**src/rtl/mb_rtu_frame_if.sv**
```systemverilog
// mb_rtu_frame_if: byte-in / register-write-out bundle.
// Ports: rx_valid/rx_data in, wr_*, frame_done, crc_err, frame_err, busy out.
interface mb_rtu_frame_if #(
  parameter int ADDR_W = 16
);
  logic              rx_valid;
  logic [7:0]        rx_data;
  logic              wr_en;
  logic [ADDR_W-1:0] wr_addr;
  logic [15:0]       wr_data;
  logic              frame_done;
  logic              crc_err;
  logic              frame_err;
  logic              busy;

  modport master (
    output rx_valid, rx_data,
    input  wr_en, wr_addr, wr_data,
    input  frame_done, crc_err, frame_err, busy
  );

  modport slave (
    input  rx_valid, rx_data,
    output wr_en, wr_addr, wr_data,
    output frame_done, crc_err, frame_err, busy
  );
endinterface

```
**src/rtl/mb_rtu_frame.sv**
```systemverilog
// mb_rtu_frame: Modbus RTU slave frame engine (FC 0x06 / 0x10 writes).
// Ports: clk, rst (sync, high), bus (slave): rx bytes in,
//   register write stream, frame_done/crc_err/frame_err pulses, busy.
// Option: MB_BROADCAST_EN accepts station address 0x00.
module mb_rtu_frame #(
  parameter logic [7:0] SLAVE_ADDR = 8'h01,
  parameter int TIMER_OUT = 10000,
  parameter int MAX_REGS  = 8,
  parameter int ADDR_W    = 16
) (
  input  logic          clk,
  input  logic          rst,
  mb_rtu_frame_if.slave bus
);
  localparam int DEPTH = 9 + 2 * MAX_REGS;
  localparam int BW = $clog2(DEPTH);
  localparam int LW = $clog2(DEPTH + 2);
  localparam int GW = (TIMER_OUT > 2) ? $clog2(TIMER_OUT) : 1;
  localparam int IW = $clog2(MAX_REGS + 1);
  localparam logic [15:0] MAXQ = 16'(MAX_REGS);

  typedef enum logic [2:0] {
    S_IDLE, S_RECV, S_CHECK, S_WRITE, S_DONE
  } state_t;

  state_t            r_state, w_next;
  logic [7:0]        r_buf [DEPTH];
  logic [15:0]       r_crc;
  logic [LW-1:0]     r_len;
  logic [GW-1:0]     r_gap;
  logic              r_ovf;
  logic [IW-1:0]     r_i, r_qty;
  logic              r_d10;
  logic [15:0]       r_start;
  logic              r_wr_en, r_done, r_crc_err, r_frame_err, r_busy;
  logic [ADDR_W-1:0] r_wr_addr;
  logic [15:0]       r_wr_data;

  logic              w_wr_en, w_done, w_crc_err, w_frame_err;
  logic [15:0]       w_start, w_qty16, w_len10, w_addr16, w_word;
  logic              w_fc10, w_ok10, w_ok06, w_addr_ok, w_dsel;
  logic [IW-1:0]     w_isel;
  logic [BW-1:0]     w_idx, w_hi, w_bidx;
  logic              w_bwr;

  function automatic logic [15:0] crc_upd(
    input logic [15:0] c_in,
    input logic [7:0]  b
  );
    logic [15:0] c;
    c = c_in ^ {8'h00, b};
    for (int k = 0; k < 8; k++)
      c = c[0] ? ((c >> 1) ^ 16'hA001) : (c >> 1);
    return c;
  endfunction

  always_comb begin
    w_start = {r_buf[2], r_buf[3]};
    w_qty16 = {r_buf[4], r_buf[5]};
    w_len10 = {w_qty16[14:0], 1'b0} + 16'd9;
    w_fc10  = (r_buf[1] == 8'h10);
    w_ok10  = w_fc10 && (w_qty16 != 16'd0) &&
              (w_qty16 <= MAXQ) &&
              ({8'h00, r_buf[6]} ==
               {w_qty16[14:0], 1'b0}) &&
              (16'(r_len) == w_len10) && !r_ovf;
    w_ok06  = (r_buf[1] == 8'h06) &&
              (r_len == LW'(8));
`ifdef MB_BROADCAST_EN
    w_addr_ok = (r_buf[0] == SLAVE_ADDR) ||
                (r_buf[0] == 8'h00);
`else
    w_addr_ok = (r_buf[0] == SLAVE_ADDR);
`endif
    // The first word is issued from CHECK itself so the
    // registered wr_en lands one edge after CHECK.
    w_isel = (r_state == S_CHECK) ? '0 : r_i;
    w_dsel = (r_state == S_CHECK) ? w_fc10 : r_d10;
    w_idx  = (w_dsel ? BW'(7) : BW'(4)) +
             BW'({w_isel, 1'b0});
    w_hi   = (w_idx < BW'(DEPTH - 1)) ? w_idx : '0;
    w_word = {r_buf[w_hi], r_buf[w_hi + BW'(1)]};
    w_addr16 = ((r_state == S_CHECK) ? w_start : r_start) +
               16'(w_isel);
    w_bwr  = bus.rx_valid &&
             ((r_state == S_IDLE) ||
              ((r_state == S_RECV) &&
               (r_len < LW'(DEPTH))));
    w_bidx = (r_state == S_IDLE) ? '0 : r_len[BW-1:0];
  end

  always_comb begin
    w_next      = r_state;
    w_wr_en     = 1'b0;
    w_done      = 1'b0;
    w_crc_err   = 1'b0;
    w_frame_err = 1'b0;
    unique case (r_state)
      S_IDLE:
        if (bus.rx_valid) w_next = S_RECV;
      S_RECV:
        if (!bus.rx_valid &&
            (r_gap == GW'(TIMER_OUT - 1)))
          w_next = S_CHECK;
      S_CHECK: begin
        w_next = S_IDLE;
        if (r_len < LW'(4)) begin
          w_next = S_IDLE;
        end else if (r_crc != 16'h0000) begin
          w_crc_err = 1'b1;
        end else if (!w_addr_ok) begin
          w_next = S_IDLE;
        end else if (w_ok10 || w_ok06) begin
          w_next  = S_WRITE;
          w_wr_en = 1'b1;
        end else begin
          w_frame_err = 1'b1;
        end
      end
      S_WRITE:
        if (r_i == r_qty) begin
          w_done = 1'b1;
          w_next = S_DONE;
        end else begin
          w_wr_en = 1'b1;
        end
      S_DONE:  w_next = S_IDLE;
      default: w_next = S_IDLE;
    endcase
  end

  always_ff @(posedge clk) begin
    if (w_bwr) r_buf[w_bidx] <= bus.rx_data;
  end

  always_ff @(posedge clk) begin
    if (rst) begin
      r_state     <= S_IDLE;
      r_crc       <= 16'hFFFF;
      r_len       <= '0;
      r_gap       <= '0;
      r_ovf       <= 1'b0;
      r_i         <= '0;
      r_qty       <= '0;
      r_d10       <= 1'b0;
      r_start     <= '0;
      r_wr_en     <= 1'b0;
      r_wr_addr   <= '0;
      r_wr_data   <= '0;
      r_done      <= 1'b0;
      r_crc_err   <= 1'b0;
      r_frame_err <= 1'b0;
      r_busy      <= 1'b0;
    end else begin
      r_state     <= w_next;
      r_wr_en     <= w_wr_en;
      r_done      <= w_done;
      r_crc_err   <= w_crc_err;
      r_frame_err <= w_frame_err;
      r_busy      <= (w_next != S_IDLE);
      if (w_wr_en) begin
        r_wr_addr <= w_addr16[ADDR_W-1:0];
        r_wr_data <= w_word;
        r_i       <= w_isel + IW'(1);
      end
      if (r_state == S_CHECK) begin
        r_start <= w_start;
        r_d10   <= w_fc10;
        r_qty   <= w_fc10 ? w_qty16[IW-1:0] : IW'(1);
      end
      if ((r_state == S_IDLE) && bus.rx_valid) begin
        r_crc <= crc_upd(16'hFFFF, bus.rx_data);
        r_len <= LW'(1);
        r_gap <= '0;
        r_ovf <= 1'b0;
      end else if (r_state == S_RECV) begin
        if (bus.rx_valid) begin
          if (r_len >= LW'(DEPTH)) r_ovf <= 1'b1;
          if (r_len < LW'(DEPTH + 1))
            r_len <= r_len + LW'(1);
          r_crc <= crc_upd(r_crc, bus.rx_data);
          r_gap <= '0;
        end else begin
          r_gap <= r_gap + GW'(1);
        end
      end
    end
  end

  assign bus.wr_en      = r_wr_en;
  assign bus.wr_addr    = r_wr_addr;
  assign bus.wr_data    = r_wr_data;
  assign bus.frame_done = r_done;
  assign bus.crc_err    = r_crc_err;
  assign bus.frame_err  = r_frame_err;
  assign bus.busy       = r_busy;
endmodule

```
**src/flat_wrapper.sv**
```systemverilog
// flat-port wrapper written by rule: the top's interface ports become plain ports
module mb_rtu_frame_flat 
#(
  parameter logic [7:0] SLAVE_ADDR = 8'h01,
  parameter int TIMER_OUT = 10000,
  parameter int MAX_REGS  = 8,
  parameter int ADDR_W    = 16
)
  (clk, rst, bus_rx_valid, bus_rx_data, bus_wr_en, bus_wr_addr, bus_wr_data, bus_frame_done, bus_crc_err, bus_frame_err, bus_busy);
  mb_rtu_frame_if #(.ADDR_W(ADDR_W)) bus_i ();
  input  logic clk;
  input  logic rst;
  input wire logic [$bits(bus_i.rx_valid)-1:0] bus_rx_valid;
  input wire logic [$bits(bus_i.rx_data)-1:0] bus_rx_data;
  output wire logic [$bits(bus_i.wr_en)-1:0] bus_wr_en;
  output wire logic [$bits(bus_i.wr_addr)-1:0] bus_wr_addr;
  output wire logic [$bits(bus_i.wr_data)-1:0] bus_wr_data;
  output wire logic [$bits(bus_i.frame_done)-1:0] bus_frame_done;
  output wire logic [$bits(bus_i.crc_err)-1:0] bus_crc_err;
  output wire logic [$bits(bus_i.frame_err)-1:0] bus_frame_err;
  output wire logic [$bits(bus_i.busy)-1:0] bus_busy;
  assign bus_i.rx_valid = bus_rx_valid;
  assign bus_i.rx_data = bus_rx_data;
  assign bus_wr_en = bus_i.wr_en;
  assign bus_wr_addr = bus_i.wr_addr;
  assign bus_wr_data = bus_i.wr_data;
  assign bus_frame_done = bus_i.frame_done;
  assign bus_crc_err = bus_i.crc_err;
  assign bus_frame_err = bus_i.frame_err;
  assign bus_busy = bus_i.busy;
  mb_rtu_frame #(.SLAVE_ADDR(SLAVE_ADDR), .TIMER_OUT(TIMER_OUT), .MAX_REGS(MAX_REGS), .ADDR_W(ADDR_W)) u_core (.clk(clk), .rst(rst), .bus(bus_i));
endmodule
```
**config.mk**
```make
export PLATFORM = sky130hd
export DESIGN_NAME = mb_rtu_frame_flat
export DESIGN_NICKNAME = d
export VERILOG_FILES = /design/src/rtl/mb_rtu_frame_if.sv /design/src/rtl/mb_rtu_frame.sv /design/src/flat_wrapper.sv
export SDC_FILE = /design/constraint.sdc
export NUM_CORES = 1
export LEC_CHECK = 0
export CELL_PAD_IN_SITES_DETAIL_PLACEMENT = 2
export CELL_PAD_IN_SITES_GLOBAL_PLACEMENT = 2
export CORE_ASPECT_RATIO = 0.8
export CORE_MARGIN = 5
export CORE_UTILIZATION = 47
export DETAILED_ROUTE_END_ITERATION = 16
export GPL_TIMING_DRIVEN = 0
export PLACE_DENSITY = 0.81
export SLEW_MARGIN = 40
export SYNTH_ARGS = -nofsm -noshare
export SYNTH_HDL_FRONTEND = slang
export SYNTH_SLANG_ARGS = --single-unit
```
**constraint.sdc**
```tcl
create_clock -name clk -period 14.4 [get_ports clk]
set_input_delay 2.16 -clock clk [delete_from_list [all_inputs] [get_ports clk]]
set_output_delay 2.16 -clock clk [all_outputs]
set_load 0.02 [all_outputs]
```
==> summary.md <==
The flow ran to the end, and the final reports show no timing, DRC or antenna violations. 48 I/O pins were placed. The post-synthesis async set-or-reset flop share is 0. Counting every instance in the synthesized netlist gives 1328.

After the first detailed-routing iteration, the DRC count stood at 1616. Utilization of the core after routing: 0.554. The final hold violation count is 0, and the count of nets after finishing is 1509. The slowest cell on the critical path is clkbuf_1. The logs give 0 ns for the total negative setup slack and 3369 for the number of filler instances in the final layout. The synthesized design contains 357 register bits.

By area the synthesized netlist is led by edfxtp_1, dfxtp_1, mux4_2. In the synthesized netlist the dominant register cell turns out to be edfxtp_1. Multi-input gate area in the final layout: 7180 sq um.

The largest net degree at the start of global routing is 35. The average cell area after synthesis works out to 12.9 sq um. The worst path needs 9.50 ns of the cycle, external delays included. Kind of end point of the critical path: a flop. After layout, the design draws a total of 2.25 mW. The portion of synthesized cell area occupied by the leading cell type works out to 0.449. Summed over all instances, the cell type with the most area after synthesis is edfxtp_1. By count the netlist is led by edfxtp_1, nor2_1, dfxtp_1, mux2i_1, nand2_1.

Setup repair after global routing left no endpoint under its margin. The run gives 105 MHz as the maximum clock frequency. In this run, CTS created clock tree buffers numbering 39. The first global-routing pass estimated 97100 microns of wire.

The cell total after placement was 1918; the residual antenna-violating net count after detailed routing was 0. For this design, the CTS-stage hold fixing added 0 buffers. 0 antenna diodes ended up in the layout.

At the worst endpoint, the required time is 14.82 ns. The aggregate global-route resource usage is 0.328, and the clock input transition at the sequential cells of the worst setup and hold paths is 0.07 ns. Setup violations remaining at the end of the flow were counted as 0. Before antenna repair, the detailed router went through 5 iterations. The total leakage power was 6.80 nW.

After legalization and detailed placement, the total HPWL measured 48400 microns. In this run, synthesis inferred 256 flip-flops with an integrated enable. The fraction of the yosys area taken by sequential cells was 0.567; the number of vias per cell was 6.59. Dividing the detail-routed wire length by the instance count gives 33.6 microns. The logs give 0.0000825 V for the worst-case vdd ir drop and 13.9k for the number of global-route vias before repair.

The post-route clock period utilization is 0.660, and the area growth from synthesis to layout is 16.2%. The signal on the critical path passes through nor4b_2 -> and3_1 -> buf_2 -> nor2_1 -> inv_2 -> buf_1 -> ha_1 -> inv_1 -> ha_1 -> clkbuf_1 -> and4bb_2 -> o211a_1 -> nor2_1 -> nand2_1 -> inv_1 -> clkbuf_1 -> ha_1 -> clkbuf_2 -> clkbuf_1 -> clkbuf_1 -> mux4_2 -> mux2i_1 -> nand2_1 -> nor4b_2. The total count of max-transition violations in the final report was 0. The number of buffers added for setup after CTS was 0; the number of warnings issued by yosys was 0. The post-synth design cell area is 17100 sq um, and the placeable core area is 35900 sq um. Post-CTS repair changed the size of 0 cells. By instance count, the leading cell after synthesis is edfxtp_1. Wires add up to 67000 microns.

The number of max-capacitance violations reported is 0. For the count of vias placed by the detailed router, the log shows 13.1k. In this run the worst hold path is classified as flop to flop. Width of the die: 223 microns.

Input and output buffers added on the ports amount to 47. Synthesis instantiated 83 different standard cells from the library. The fraction of layout instances using a drive strength above 1 is 0.153, and the filler-free cell count of the finished design is 1992.

The run gives 0.477 as the starting density of the core. For the worst-skew pair, the clock arrives at the later sink with an insertion delay of 0.57 ns. The maximum count of clock buffers along a single path was 3. The congestion estimate from routability-driven global placement came to 0.942.

The tree is rooted in a clkbuf_16. The floorplan step defined a die boundary enclosing 40400 sq um. The tools report the relative slew slack as 0.381. Counting every sink on the clock net gives 357. For this design the ratio of total power to cell area is 113 nW/um^2.

The worst slack at placement is 5.41 ns, and the vertical die dimension is 181 microns. Along the worst path, the maximum fanout reaches 10. Setup slack on the critical path of the routed design comes to 4.90 ns. STA puts the critical path data arrival time at 9.92 ns.

The floorplan has 62 rows. The clock tree synthesis step divided the H-tree into 2 levels. The register area is 9710 sq um.

The largest stage delay on the critical path is 0.74 ns. Among the stages of the critical path, the cell type that occurs most often is clkbuf_1. The slew at the pin closest to its max-slew limit is 0.918 ns, and the initial antenna violation count is 5.

The critical path is of the flop to flop type. After detailed routing, the number of remaining DRC violations is 0. Overflow left after global routing: 0. TritonCTS built the clock tree. The tools report the startpoint type of the worst setup path as a flop.

The clock tree skew after final layout is 0.0259 ns.
==> critical path: cells and delay by family, from the launching register on <==
| kind | cells | cell delay (ns) |
|---|---|---|
| mux | 2 | 0.93 |
| flops | 1 | 0.47 |
| simple gates | 8 | 2.50 |
| buf+inv | 10 | 4.38 |
| compound gates | 1 | 0.24 |
| fa+ha+maj | 3 | 0.82 |
==> flip-flops by register name, indices dropped and copies added (netlist names) <==
name,count
u_core.bus.crc_err,1
u_core.r_ovf,1
u_core.bus.frame_done,1
u_core.r_qty,4
u_core.bus.wr_data,16
u_core.r_crc,16
u_core.r_start,16
u_core.r_len,5
u_core.r_i,4
u_core.r_gap,14
u_core.r_state,3
u_core.r_buf,256
u_core.bus.wr_addr,16
u_core.bus.busy,1
u_core.bus.wr_en,1
u_core.r_d10,1
u_core.bus.frame_err,1
==> cells in the final DEF (no fill, tap or decap), types with 41 or more instances in the layout <==
cell	netlist	layout
dfxtp_1	101	101
nor2_1	119	102
clkbuf_1	43	53
clkbuf_16	0	41
mux4_2	65	65
nand2_1	86	86
a21oi_1	64	64
conb_1	1	56
edfxtp_1	256	256
mux2i_1	95	95
==> power by group <==
group | leakage [nW] | internal (mW) | switching [mW]
Combinational | 3.02 | 0.0363 | 0.0641
Sequential | 3.17 | 1.12 | 0.0134
Clock | 0.609 | 0.586 | 0.428
Total | 6.80 | 1.74 | 0.505
==> cells by family (layout without fill, tap and decap cells) <==
logic type | count (synthesis) | count (layout) | synth area share
AO/OA/AOI/OAI | 232 | 232 | 0.0945
XOR/XNOR | 72 | 72 | 0.0373
adder cells (fa/ha/maj) | 16 | 16 | 0.0121
buffers and inverters | 108 | 237 | 0.0296
flip-flops | 357 | 357 | 0.567
multiplexers | 171 | 171 | 0.149
other | 1 | 56 | 0.000219
AND/OR/NAND/NOR | 371 | 371 | 0.110
==> per-stage QoR <==
stage	instance area [sq um]	hold WS (ns)
final	19900	0.464
after global routing	19900	0.484
after CTS	19800	0.468
after floorplan	17300	0.438
after global placement	18400	0.452
after detailed placement	18600	0.460
==> final cells by class <==
type	instances	share of cell area
clock buffer	61	0.0579
multi-input combinational	918	0.361
tap	480	0.0302
buffer	81	0.0208
sequential	357	0.488
clock inverter	10	0.00541
timing repair buffer	58	0.0319
inverter	27	0.00509
==> routing by layer <==
metal / share of wire / global-route usage
met1: 0.40 / 0.436
met2: 0.45 / 0.506
met3: 0.11 / 0.117
met4: 0.036 / 0.104
met5: 0.0017 / 0
==> worst paths after layout <==
path	from	to	slack, ns	cells past startpoint
worst max-delay path	u_core.r_buf[1][6]$_DFFE_PP_	u_core.bus.wr_data[2]$_SDFFE_PP0P_	4.90	24
worst min-delay path	u_core.bus.wr_data[9]$_SDFFE_PP0P_	u_core.bus.wr_data[9]$_SDFFE_PP0P_	0.46	2
worst max register to register	u_core.r_buf[1][6]$_DFFE_PP_	u_core.bus.wr_data[2]$_SDFFE_PP0P_	4.90	24
worst min register to register	u_core.bus.wr_data[9]$_SDFFE_PP0P_	u_core.bus.wr_data[9]$_SDFFE_PP0P_	0.46	2
Note: power is estimated with default switching activity, not from simulation.
